## config.mk

```make
export PLATFORM = sky130hd
export DESIGN_NAME = cpu_ma_lsu
export DESIGN_NICKNAME = d
export VERILOG_FILES = /design/src/rtl/cpu_ma_lsu_pkg.sv /design/src/rtl/cpu_ma_lsu_align.sv /design/src/rtl/cpu_ma_lsu.sv
export SDC_FILE = /design/constraint.sdc
export NUM_CORES = 1
export LEC_CHECK = 0
export CAP_MARGIN = 0
export CORE_MARGIN = 10
export CORE_UTILIZATION = 31
export CTS_BUF_LIST = sky130_fd_sc_hd__clkbuf_8
export CTS_CLUSTER_SIZE = 20
export DETAILED_ROUTE_END_ITERATION = 8
export SETUP_SLACK_MARGIN = 0.2
export SYNTH_ARGS = -nofsm -noshare
export SYNTH_HDL_FRONTEND = slang
export SYNTH_SLANG_ARGS = --single-unit
```

## constraint.sdc

```tcl
create_clock -name clk_i -period 4 [get_ports clk_i]
set_clock_uncertainty 0.2 [all_clocks]
set_input_delay 0.4 -clock clk_i [delete_from_list [all_inputs] [get_ports clk_i]]
set_output_delay 0.4 -clock clk_i [all_outputs]
set_load 0.005 [all_outputs]
```

## src/rtl/cpu_ma_lsu_pkg.sv

```systemverilog
// cpu_common: shared pipeline types and helpers used by the memory access stage.
//   ma_mode_t   - memory access mode (none / load / store)
//   ma_size_t   - access size (byte / half / word)
//   wb_src_t    - write-back source select
//   lsu_state_t - load/store unit FSM states
//   NOP_PC/NOP_IR - values that mark a pipeline bubble
package cpu_common;

    typedef enum logic [1:0] {
        MA_X     = 2'd0,
        MA_LOAD  = 2'd1,
        MA_STORE = 2'd2
    } ma_mode_t;

    typedef enum logic [1:0] {
        MA_SIZE_B = 2'd0,
        MA_SIZE_H = 2'd1,
        MA_SIZE_W = 2'd2
    } ma_size_t;

    typedef enum logic [1:0] {
        WB_SRC_ALU = 2'd0,
        WB_SRC_MEM = 2'd1,
        WB_SRC_PC  = 2'd2,
        WB_SRC_CSR = 2'd3
    } wb_src_t;

    typedef enum logic [1:0] {
        LSU_IDLE = 2'd0,
        LSU_REQ0 = 2'd1,
        LSU_REQ1 = 2'd2
    } lsu_state_t;

    localparam logic [31:0] NOP_PC = 32'h0000_0000;
    localparam logic [31:0] NOP_IR = 32'h0000_0013;

    // Number of bytes moved by an access of the given size.
    function automatic logic [2:0] ma_size_bytes(input ma_size_t size);
        case (size)
            MA_SIZE_B: return 3'd1;
            MA_SIZE_H: return 3'd2;
            MA_SIZE_W: return 3'd4;
            default:   return 3'd4;
        endcase
    endfunction

    // True when the byte offset is not a multiple of the access size.
    function automatic logic ma_misaligned(input logic [1:0] offset, input ma_size_t size);
        case (size)
            MA_SIZE_B: return 1'b0;
            MA_SIZE_H: return offset[0];
            MA_SIZE_W: return |offset;
            default:   return |offset;
        endcase
    endfunction

endpackage

```

## src/rtl/cpu_ma_lsu_align.sv

```systemverilog
// cpu_lsu_align: combinational lane alignment for the memory access stage.
//   offset_i/size_i/unsigned_i - byte offset, size and extension of the access
//   store_data_i  -> store_data_o : store data rotated into its byte lanes
//   mask0_o/mask1_o               : byte enables for the first / second word beat
//   split_o                       : access crosses a word boundary
//   beat0_i/beat1_i -> load_data_o: merged, truncated and extended load value
module cpu_lsu_align
    import cpu_common::*;
(
    input  logic [1:0]  offset_i,
    input  ma_size_t    size_i,
    input  logic        unsigned_i,
    input  logic [31:0] store_data_i,
    input  logic [31:0] beat0_i,
    input  logic [31:0] beat1_i,
    output logic [31:0] store_data_o,
    output logic [3:0]  mask0_o,
    output logic [3:0]  mask1_o,
    output logic        split_o,
    output logic [31:0] load_data_o
);

    logic [2:0]  bytes_s;
    logic [2:0]  end_lane_s;
    logic [4:0]  shamt_s;
    logic [31:0] merged_s;
    logic        sign_s;

    // Lane masks, store rotation and load merge/extension.
    always_comb begin
        bytes_s    = ma_size_bytes(size_i);
        // Last byte lane touched, counted across both words (4..6 means beat 1).
        end_lane_s = {1'b0, offset_i} + bytes_s - 3'd1;
        split_o    = ({1'b0, offset_i} + bytes_s) > 3'd4;
        for (int i = 0; i < 4; i++) begin
            mask0_o[i] = (3'(i) >= {1'b0, offset_i}) && (3'(i) <= end_lane_s);
            mask1_o[i] = split_o && ((3'(i) + 3'd4) <= end_lane_s);
        end
        shamt_s      = {offset_i, 3'b000};
        // A shift by 32 yields zero, so offset 0 degenerates to the plain value.
        store_data_o = (store_data_i << shamt_s) | (store_data_i >> (6'd32 - {1'b0, shamt_s}));
        merged_s     = 32'({beat1_i, beat0_i} >> shamt_s);
        sign_s       = !unsigned_i;
        case (size_i)
            MA_SIZE_B: load_data_o = {{24{sign_s & merged_s[7]}}, merged_s[7:0]};
            MA_SIZE_H: load_data_o = {{16{sign_s & merged_s[15]}}, merged_s[15:0]};
            MA_SIZE_W: load_data_o = merged_s;
            default:   load_data_o = merged_s;
        endcase
    end

endmodule

```

## src/rtl/cpu_ma_lsu.sv

```systemverilog
// cpu_ma_lsu: memory access stage between EX and WB with a req/ack data port.
//   valid_i/ready_o          : upstream handshake, ready low stalls EX
//   pc_i..wb_valid_i         : instruction fields from EX
//   dmem_*                   : variable-latency word memory port
//   *_async_o                : bypass view of the instruction held in this stage
//   pc_o/ir_o/wb_data_o/wb_valid_o/fault_o : registered result towards WB
module cpu_ma_lsu
    import cpu_common::*;
#(
    parameter int ALLOW_MISALIGNED = 1,
    parameter int TIMEOUT_CYCLES   = 256
) (
    input  logic        clk_i,
    input  logic        reset_i,
    input  logic        valid_i,
    output logic        ready_o,
    input  logic [31:0] pc_i,
    input  logic [31:0] ir_i,
    input  logic [31:0] ma_addr_i,
    input  logic [31:0] ma_data_i,
    input  logic [31:0] wb_data_i,
    input  ma_mode_t    ma_mode_i,
    input  ma_size_t    ma_size_i,
    input  logic        ma_unsigned_i,
    input  wb_src_t     wb_src_i,
    input  logic        wb_valid_i,
    output logic        dmem_req_o,
    input  logic        dmem_ack_i,
    output logic        dmem_write_o,
    output logic [31:0] dmem_addr_o,
    output logic [31:0] dmem_write_data_o,
    output logic [3:0]  dmem_write_mask_o,
    input  logic [31:0] dmem_read_data_i,
    output logic [4:0]  wb_addr_async_o,
    output logic [31:0] wb_data_async_o,
    output logic        wb_ready_async_o,
    output logic        wb_valid_async_o,
    output logic        empty_async_o,
    output logic [31:0] pc_o,
    output logic [31:0] ir_o,
    output logic [31:0] wb_data_o,
    output logic        wb_valid_o,
    output logic        fault_o
);

    localparam int CNT_W = (TIMEOUT_CYCLES > 0) ? $clog2(TIMEOUT_CYCLES + 1) : 1;
    localparam logic [CNT_W-1:0] CNT_LAST = (TIMEOUT_CYCLES > 0) ? CNT_W'(TIMEOUT_CYCLES - 1) : {CNT_W{1'b0}};
    localparam logic [CNT_W-1:0] CNT_MAX  = {CNT_W{1'b1}};

    lsu_state_t  state_q, state_d;
    logic [31:0] h_pc_q, h_pc_d, h_ir_q, h_ir_d, h_addr_q, h_addr_d;
    logic [31:0] h_data_q, h_data_d, h_wb_data_q, h_wb_data_d;
    ma_mode_t    h_mode_q, h_mode_d;
    ma_size_t    h_size_q, h_size_d;
    logic        h_uns_q, h_uns_d, h_wbv_q, h_wbv_d;
    wb_src_t     h_src_q, h_src_d;
    logic [31:0] beat0_q, beat0_d;
    logic [CNT_W-1:0] cnt_q, cnt_d;
    logic [31:0] pc_q, pc_d, ir_q, ir_d, wb_data_q, wb_data_d;
    logic        wb_valid_q, wb_valid_d, fault_q, fault_d;

    logic        in_mem_s, in_fault_s, timeout_s, split_s;
    logic [31:0] beat0_s, beat1_s, store_data_s, load_data_s;
    logic [3:0]  mask0_s, mask1_s;

    assign in_mem_s   = valid_i && (ma_mode_i != MA_X);
    assign in_fault_s = (ALLOW_MISALIGNED == 0) && ma_misaligned(ma_addr_i[1:0], ma_size_i);
    // An ack in the same cycle always wins over the timeout.
    assign timeout_s  = (TIMEOUT_CYCLES != 0) && (cnt_q == CNT_LAST) && !dmem_ack_i;
    assign beat0_s    = (state_q == LSU_REQ0) ? dmem_read_data_i : beat0_q;
    assign beat1_s    = (state_q == LSU_REQ1) ? dmem_read_data_i : 32'h0000_0000;

    cpu_lsu_align u_align (
        .offset_i     (h_addr_q[1:0]),
        .size_i       (h_size_q),
        .unsigned_i   (h_uns_q),
        .store_data_i (h_data_q),
        .beat0_i      (beat0_s),
        .beat1_i      (beat1_s),
        .store_data_o (store_data_s),
        .mask0_o      (mask0_s),
        .mask1_o      (mask1_s),
        .split_o      (split_s),
        .load_data_o  (load_data_s)
    );

    // FSM state register.
    always_ff @(posedge clk_i) begin
        if (reset_i) begin
            state_q <= LSU_IDLE;
        end else begin
            state_q <= state_d;
        end
    end

    // FSM next-state logic.
    always_comb begin
        state_d = state_q;
        case (state_q)
            LSU_IDLE: begin
                if (in_mem_s && !in_fault_s) state_d = LSU_REQ0;
                else                          state_d = LSU_IDLE;
            end
            LSU_REQ0: begin
                if (dmem_ack_i)     state_d = split_s ? LSU_REQ1 : LSU_IDLE;
                else if (timeout_s) state_d = LSU_IDLE;
                else                state_d = LSU_REQ0;
            end
            LSU_REQ1: begin
                if (dmem_ack_i || timeout_s) state_d = LSU_IDLE;
                else                         state_d = LSU_REQ1;
            end
            default: state_d = LSU_IDLE;
        endcase
    end

    // Hold registers, timeout counter and result registers.
    always_comb begin
        h_pc_d = h_pc_q; h_ir_d = h_ir_q; h_addr_d = h_addr_q; h_data_d = h_data_q;
        h_wb_data_d = h_wb_data_q; h_mode_d = h_mode_q; h_size_d = h_size_q;
        h_uns_d = h_uns_q; h_src_d = h_src_q; h_wbv_d = h_wbv_q;
        beat0_d = beat0_q;
        cnt_d   = cnt_q;
        // Bubble unless something below produces a result.
        pc_d = NOP_PC; ir_d = NOP_IR; wb_data_d = 32'h0000_0000;
        wb_valid_d = 1'b0; fault_d = 1'b0;
        case (state_q)
            LSU_IDLE: begin
                if (in_mem_s && in_fault_s) begin
                    pc_d    = pc_i;
                    ir_d    = ir_i;
                    fault_d = 1'b1;
                end else if (in_mem_s) begin
                    h_pc_d = pc_i; h_ir_d = ir_i; h_addr_d = ma_addr_i; h_data_d = ma_data_i;
                    h_wb_data_d = wb_data_i; h_mode_d = ma_mode_i; h_size_d = ma_size_i;
                    h_uns_d = ma_unsigned_i; h_src_d = wb_src_i; h_wbv_d = wb_valid_i;
                    cnt_d = {CNT_W{1'b0}};
                end else if (valid_i) begin
                    pc_d = pc_i; ir_d = ir_i; wb_data_d = wb_data_i; wb_valid_d = wb_valid_i;
                end else begin
                    wb_valid_d = 1'b0;
                end
            end
            LSU_REQ0, LSU_REQ1: begin
                if (dmem_ack_i && (state_q == LSU_REQ0) && split_s) begin
                    beat0_d = dmem_read_data_i;
                    cnt_d   = {CNT_W{1'b0}};
                end else if (dmem_ack_i) begin
                    pc_d       = h_pc_q;
                    ir_d       = h_ir_q;
                    wb_data_d  = (h_mode_q == MA_LOAD) ? load_data_s : h_wb_data_q;
                    wb_valid_d = h_wbv_q;
                end else if (timeout_s) begin
                    pc_d    = h_pc_q;
                    ir_d    = h_ir_q;
                    fault_d = 1'b1;
                end else if (cnt_q != CNT_MAX) begin
                    cnt_d = cnt_q + 1'b1;
                end else begin
                    cnt_d = cnt_q;
                end
            end
            default: begin
                cnt_d = {CNT_W{1'b0}};
            end
        endcase
    end

    // Datapath and result registers.
    always_ff @(posedge clk_i) begin
        if (reset_i) begin
            h_pc_q <= NOP_PC; h_ir_q <= NOP_IR; h_addr_q <= 32'h0; h_data_q <= 32'h0;
            h_wb_data_q <= 32'h0; h_mode_q <= MA_X; h_size_q <= MA_SIZE_W;
            h_uns_q <= 1'b0; h_src_q <= WB_SRC_ALU; h_wbv_q <= 1'b0;
            beat0_q <= 32'h0; cnt_q <= {CNT_W{1'b0}};
            pc_q <= NOP_PC; ir_q <= NOP_IR; wb_data_q <= 32'h0;
            wb_valid_q <= 1'b0; fault_q <= 1'b0;
        end else begin
            h_pc_q <= h_pc_d; h_ir_q <= h_ir_d; h_addr_q <= h_addr_d; h_data_q <= h_data_d;
            h_wb_data_q <= h_wb_data_d; h_mode_q <= h_mode_d; h_size_q <= h_size_d;
            h_uns_q <= h_uns_d; h_src_q <= h_src_d; h_wbv_q <= h_wbv_d;
            beat0_q <= beat0_d; cnt_q <= cnt_d;
            pc_q <= pc_d; ir_q <= ir_d; wb_data_q <= wb_data_d;
            wb_valid_q <= wb_valid_d; fault_q <= fault_d;
        end
    end

    // FSM outputs: memory port, stall and bypass view.
    always_comb begin
        ready_o           = (state_q == LSU_IDLE);
        // Reset removes the request in the very cycle it is seen.
        dmem_req_o        = (state_q != LSU_IDLE) && !reset_i;
        dmem_write_o      = (h_mode_q == MA_STORE);
        dmem_addr_o       = {h_addr_q[31:2], 2'b00} + ((state_q == LSU_REQ1) ? 32'd4 : 32'd0);
        dmem_write_data_o = store_data_s;
        if (!dmem_req_o)                dmem_write_mask_o = 4'b0000;
        else if (state_q == LSU_REQ1)   dmem_write_mask_o = mask1_s;
        else                            dmem_write_mask_o = mask0_s;
        if (state_q == LSU_IDLE) begin
            wb_addr_async_o  = ir_i[11:7];
            wb_data_async_o  = wb_data_i;
            wb_ready_async_o = (wb_src_i != WB_SRC_MEM);
            wb_valid_async_o = valid_i && wb_valid_i;
            empty_async_o    = !valid_i || (pc_i == NOP_PC);
        end else begin
            wb_addr_async_o  = h_ir_q[11:7];
            wb_data_async_o  = h_wb_data_q;
            wb_ready_async_o = (h_src_q != WB_SRC_MEM);
            wb_valid_async_o = h_wbv_q;
            empty_async_o    = 1'b0;
        end
        pc_o       = pc_q;
        ir_o       = ir_q;
        wb_data_o  = wb_data_q;
        wb_valid_o = wb_valid_q;
        fault_o    = fault_q;
    end

endmodule

```

# Yosys cells after proc, flatten, opt, wreduce, memory -nomap -nowiden
# Cells that the tools add are included.
[totals] input_bits=204 reg_bits=309 output_inout_bits=209 wordCells=132
[op_classes] reduce_logical=29 shift=3 add_sub_neg=5 n_eq_ne=13 magnitude_cmp=12 n_bitwise=4 n_mux=48
[ops] op="32-bit 2-to-1 mux" count=18
[ops] op="32-bit one-hot mux with 2 select lines" count=4
[ops] op="64-bit by 5-bit >> shifter with 32-bit output" count=1
[ops] op="9-bit 2-to-1 mux" count=5
[ops] op="32-bit by 3-bit adder with 32-bit output" count=1
[ops] op="32-bit zero test" count=1
[ops] op="32-bit bitwise OR" count=1
[ops] op="32-bit by 5-bit << shifter with 32-bit output" count=1
[ops] op="32-bit by 6-bit >> shifter with 32-bit output" count=1
[ops] op="9-bit one-hot mux with 2 select lines" count=1
[ops] op="1-bit logical AND" count=13
[ops] op="3-bit less-or-equal comparator, first input constant" count=4
[ops] op="1-bit 2-to-1 mux" count=10
[ops] op="9-bit by 1-bit adder with 9-bit output, second input constant" count=1
[ops] op="9-bit by 8-bit equality test with 1-bit output, second input constant" count=1
[ops] op="3-bit inequality test, second input constant" count=3
[ops] op="9-bit inequality test, second input constant" count=1
[ops] op="4-bit 2-to-1 mux" count=2
[ops] op="2-bit by 1-bit equality test with 1-bit output, second input constant" count=3
[ops] op="1-bit by 3-bit less-or-equal comparator with 1-bit output, first input constant" count=2
[ops] op="2-bit by 3-bit less-or-equal comparator with 1-bit output, first input constant" count=2
[ops] op="2-bit 2-to-1 mux" count=3
[ops] op="2-bit by 1-bit inequality test with 1-bit output, second input constant" count=3
[ops] op="2-bit one-hot mux with 3 select lines" count=1
[ops] op="other kinds (21)" count=31

# Logic depth before layout (Yosys ltp)
[depth] word_depth=9 ltp_mapped=13 mapped_depth_nobuf=12

# Hierarchy
# Synthesis repeated with hierarchy kept, for this count alone.
[hier_totals] hier_cells=1853 area_unflattened_um2=15257.1
[by_module_without_submodules] mod="cpu_ma_lsu" seq_area_each_um2=6185.9 instances=1 area_each_um2=12951.2 cells_per_inst=1550
[by_module_without_submodules] mod="cpu_lsu_align" seq_area_each_um2=0.0 instances=1 area_each_um2=2306.0 cells_per_inst=303

# Least setup slack after synthesis
# Ideal clock, no wire load.
[synth_path] path_type="reg2reg" start="register h_size_q[1]" end="register wb_data_q[14] (netlist: wb_data_o[14])" arrival_time_ns=2.735 required_time_ns=3.741 setup_ns=0.059 path_buffers=1 path_slack_ns=1.006 period_less_slack_ns=2.994 path_stages_with_launch=14 path_cell_list="dfxtp_1 nor2_1 ha_1 fa_1 inv_1 ha_1 inv_1 ha_1 nand2_1 nand3_2 nor2_1 and2_4 buf_6 a221o_1"
[synth_between] elab_chain_cells=7 word_cells_on_any_way=11 cone_classes="1 x add/sub; 1 x order compare; 1 x eq/ne; 6 x mux; 2 x reduce/logical"
[synth_lines] item="from (decl)" line="cpu_ma_lsu.sv:54" rtl="ma_size_t h_size_q, h_size_d;"
[synth_lines] item="from (signal assigned)" line="cpu_ma_lsu.sv:180" rtl="h_wb_data_q <= h_wb_data_d; h_mode_q <= h_mode_d; h_size_q <= h_size_d;"
[synth_lines] item="2-bit by 1-bit equality test with 1-bit output or 2-bit zero test (tied branches)" line="cpu_ma_lsu_pkg.sv:39, cpu_ma_lsu_align.sv:44"
[synth_lines] item="3-bit one-hot mux with 2 select lines" line="cpu_ma_lsu_pkg.sv:39" rtl="case (size)"
[synth_lines] item="2-bit by 3-bit adder with 3-bit output" line="cpu_ma_lsu_align.sv:34" rtl="split_o = ({1'b0, offset_i} + bytes_s) > 3'd4;"
[synth_lines] item="3-bit > comparator" line="cpu_ma_lsu_align.sv:34"
[synth_lines] item="1-bit logical AND" line="cpu_ma_lsu.sv:145" rtl="if (dmem_ack_i && (state_q == LSU_REQ0) && split_s) begin"
[synth_lines] item="32-bit 2-to-1 mux *" line="cpu_ma_lsu.sv:145"
[synth_lines] item="32-bit one-hot mux with 2 select lines *" line="cpu_ma_lsu.sv:127" rtl="case (state_q)"
[synth_lines] item="to (signal assigned)" line="cpu_ma_lsu.sv:183" rtl="pc_q <= pc_d; ir_q <= ir_d; wb_data_q <= wb_data_d;"
[synth_lines] item="to (decl)" line="cpu_ma_lsu.sv:59" rtl="logic [31:0] pc_q, pc_d, ir_q, ir_d, wb_data_q, wb_data_d;"
# Every way passes the cells marked *; elsewhere a longest branch is shown, timed or not.
# A chain may end at the register's enable or synchronous reset.

# Final worst setup path
[layout_path] start="register h_size_q[1]" end="output dmem_write_mask_o[1]"
[layout_between] elab_chain_cells=8 word_cells_on_any_way=12 cone_classes="2 x add/sub; 3 x order compare; 1 x eq/ne; 3 x mux; 3 x reduce/logical"
[layout_lines] item="2-bit by 1-bit equality test with 1-bit output or 2-bit zero test (tied branches)" line="cpu_ma_lsu_pkg.sv:39"
[layout_lines] item="3-bit one-hot mux with 2 select lines *" line="cpu_ma_lsu_pkg.sv:39"
[layout_lines] item="2-bit by 3-bit adder with 3-bit output *" line="cpu_ma_lsu_align.sv:33, cpu_ma_lsu_align.sv:34"
[layout_lines] item="3-bit by 1-bit subtractor with 3-bit output" line="cpu_ma_lsu_align.sv:33" rtl="end_lane_s = {1'b0, offset_i} + bytes_s - 3'd1;"
[layout_lines] item="1-bit by 3-bit less-or-equal comparator with 1-bit output or 3-bit less-or-equal comparator (tied branches)" line="cpu_ma_lsu_align.sv:36, cpu_ma_lsu_align.sv:37"
[layout_lines] item="1-bit logical AND (on tied branches)" line="cpu_ma_lsu_align.sv:36, cpu_ma_lsu_align.sv:37"
[layout_lines] item="4-bit 2-to-1 mux *" line="cpu_ma_lsu.sv:197" rtl="else if (state_q == LSU_REQ1) dmem_write_mask_o = mask1_s;"
[layout_lines] item="4-bit 2-to-1 mux *" line="cpu_ma_lsu.sv:196" rtl="if (!dmem_req_o) dmem_write_mask_o = 4'b0000;"
[layout_lines] item="to (decl)" line="cpu_ma_lsu.sv:32" rtl="output logic [3:0] dmem_write_mask_o,"
# Marked as above.

==> results.cfg <==
[status]
status = completed

[routing]
drtAntennaViolNets = 0
vias = 14800
dr.first_iter.drc_count = 1119
route.detailed.drc = 0
dr.pass1.iters = 9
wl_per_cell_um = 21.2
via_per_inst = 5.21
routed_wl_mm = 60.1

[power]
p_comb_share_pct = 18.7
p_int_w = 0.00555
power.density_mw_per_mm2 = 379
p_leak_nw = 7.50
vdd_drop_max_v = 0.000217
p_clk_share_pct = 38.8
switching_share_pct = 28.9
p_sw_w = 0.00225
power_frac_seq_pct = 42.5

[yosys]
synth_compound_area_share_pct = 20.6
synth_top_family_by_area = simple AND/OR/NAND/NOR gates
yosys_register_bits = 309
synth_xor_area_share_pct = 2.14
ys.warnings.count = 0
avgSynthCellArea_um2 = 8.02
synth_edf_count = 0
synth_fa_ha_area_share_pct = 1.75
async_flop_share_pct = 0
ys_types = 70
synth-seq-area-share_pct = 42.1
syn_area_mm2 = 0.0147
synth-main-ff-cell = dfxtp_1
postSynthCellCount = 1833
synth.mux.area_fraction_pct = 7.43
synth-simple-area-share_pct = 21.1

[timing]
fin_tns_setup_ps = 0
slew_headroom_pct = 29.2
post-route-period-util_pct = 91.1
rsz0062_at_grt = yes
fin_hold_ws_ps = 90.1
tightestPinTransition_ps = 1060
slew_violations = 0
hold_viol_final = 0
finalSetupViolCount = 0
min_period_ps = 3640
max_freq_mhz = 274

[grt]
grt_max_degree = 204
grt_pass1_vias = 14700
grt_usage_pct = 20.3
grt_overflow_total = 0
grt_pass1_wl_mm = 90.5
antenna_found_initial = 7

[worst_hold_path]
holdCritPathClass = input port to register
whs_path_depth = 3

[critical_path]
cp_slowest_stage_delay_ps = 510
startpoint_type = register
crit_chain = nor2_4 > ha_1 > fa_1 > inv_1 > ha_1 > inv_1 > ha_4 > o21ai_0 > nand2_1 > o21ai_0 > o311a_1 > clkbuf_2
ff2ff_path_depth = 13
end_kind = output port
worstPathRequired_ps = 3400
cp_max_fo = 7
critPathKind = register to output port
arrival_ps = 3040
crit_path_top_delay_cell = fa_1

[place]
gp_congestion = 0.890
port_buffers = 410
hpwl_mm = 42.4
post_dp_cell_area_mm2 = 0.0193

[finish]
final_common_cell = nand2_1
finalNetCount = 2414
final_cell_mix = 517 x nand2_1, 400 x clkdlybuf4s50_1, 305 x dfxtp_1
syn_to_final_growth_pct = 40.0
layout-drive-gt1-share_pct = 10.2
stdcell_area_mm2 = 0.0206

[floorplan]
initial_core_util_pct = 31.4
rows = 79
dieArea_mm2 = 0.0565
io_pins = 413
die_w_um = 238
coreArea_mm2 = 0.0468
die_height_um = 238

[clock_tree]
clkTransAtPathRegs_ps = 60
htree_num_levels = 2
tritoncts = built
clock_latency_ps = 650
cts_root_buf = clkbuf_8
numCtsBuffers = 56
clockBufferDepth = 3
cts.sinks = 309

[job]
maxCapViolCount = 0
worst paths after layout:
path	startpoint	end	slack [ps]
setup / recovery	h_size_q[1]$_SDFFE_PP1P_	dmem_write_mask_o[1]	360
hold / removal	ma_addr_i[8]	h_addr_q[8]$_SDFFE_PP0P_	90
setup reg to reg	h_size_q[1]$_SDFFE_PP1P_	wb_data_o[14]$_SDFF_PP0_	840
hold reg to reg	h_ir_q[30]$_SDFFE_PP0P_	h_ir_q[30]$_SDFFE_PP0P_	250
cell type report:
| cell class | count | area, um2 |
|---|---|---|
| fillers | 4620 | 26200 |
| multi-input cells | 1364 | 8020 |
| flip-flops and latches | 309 | 6200 |
| repair buffers | 444 | 4430 |
| clock buffers | 67 | 922 |
| well taps | 607 | 759 |
| clock inverters | 30 | 193 |
| inverters | 15 | 56.3 |
| diodes | 3 | 7.51 |
layer usage:
layer / track usage, % / share of wire (%) / vias up / routed length, um
met4: 6.70 / 2.6 / 8 / 1560
met1: 25.0 / 42 / 7020 / 25500
met3: 6.57 / 8.8 / 101 / 5260
met5: 0 / 0.095 / - / 57
met2: 32.9 / 46 / 586 / 27700
li1: - / - / 7083 / -
cell families after synthesis:
kind of cell               Yosys count
xor gates and xnor gates            36
AOI/OAI and AO/OA                  463
and+or+nand+nor                    741
muxes                              102
adders and majority gates           20
other                                1
DFF                                309
buffers and inverters              161
registers in the layout (all words and copies together) (netlist names):
register,cells
beat0_q,32
cnt_q,9
fault_o,1
h_addr_q,32
h_data_q,32
h_ir_q,32
h_mode_q,2
h_pc_q,32
h_size_q,2
h_src_q,2
h_uns_q,1
h_wb_data_q,32
h_wbv_q,1
ir_o,32
pc_o,32
state_q,2
wb_data_o,32
wb_valid_o,1
power by group through the flow:
| stage | clock network (W) | registers (W) | logic [W] |
|---|---|---|---|
| finish | 0.00303 | 0.00332 | 0.00146 |
| global route | 0.00325 | 0.00333 | 0.00158 |
| CTS | 0.00312 | 0.00332 | 0.00146 |
| detailed placement | 0 | 0.00338 | 0.00144 |
| global placement | 0 | 0.00338 | 0.00143 |
| floorplan | 0 | 0.00335 | 0.000703 |
worst max-delay path, delay by kind of cell, from the launching register on:
family	cells	cell delay, ps
buffers and inverters	3	310
AO/OA/AOI/OAI	3	450
adder cells (fa/ha/maj)	4	1090
flip-flops	1	390
AND/OR/NAND/NOR	2	140
synth_stat cells, drive strengths merged, types with 13 or more instances:
master  count  area [um2]
a31oi      14         103
a222oi     13         130
dfxtp     309        6190
mux2       45         522
ha         19         238
a22oi      68         510
o21ai      45         225
nand3      22         115
nor2      116         435
nand2     517        1940
mux2i      57         571
xnor2      22         193
a221oi     38         395
buf        71         373
xor2       14         123
inv        15        56.3
clkbuf     75         282
a21oi     231        1160
stage by stage:
step	util, %	total power, W	instances	worst slack (ps)
2_1_floorplan	-	0.00406	1834	1010
3_3_place_gp	41.2	0.00481	2737	362
3_5_place_dp	41.2	0.00483	2737	325
4_1_cts	43.8	0.00789	2835	86.2
5_1_grt	44.0	0.00817	2839	169
6_report	44.0	0.00780	2839	356
what timing repair did:
item	CTS	global route
setup endpoints to repair	42	28
hold buffers	1	0
pin swaps	1	4
hold endpoints to repair	2	0
buffers inserted	0	1
resized for setup	34	25
Note: power is estimated with default switching activity, not from simulation.
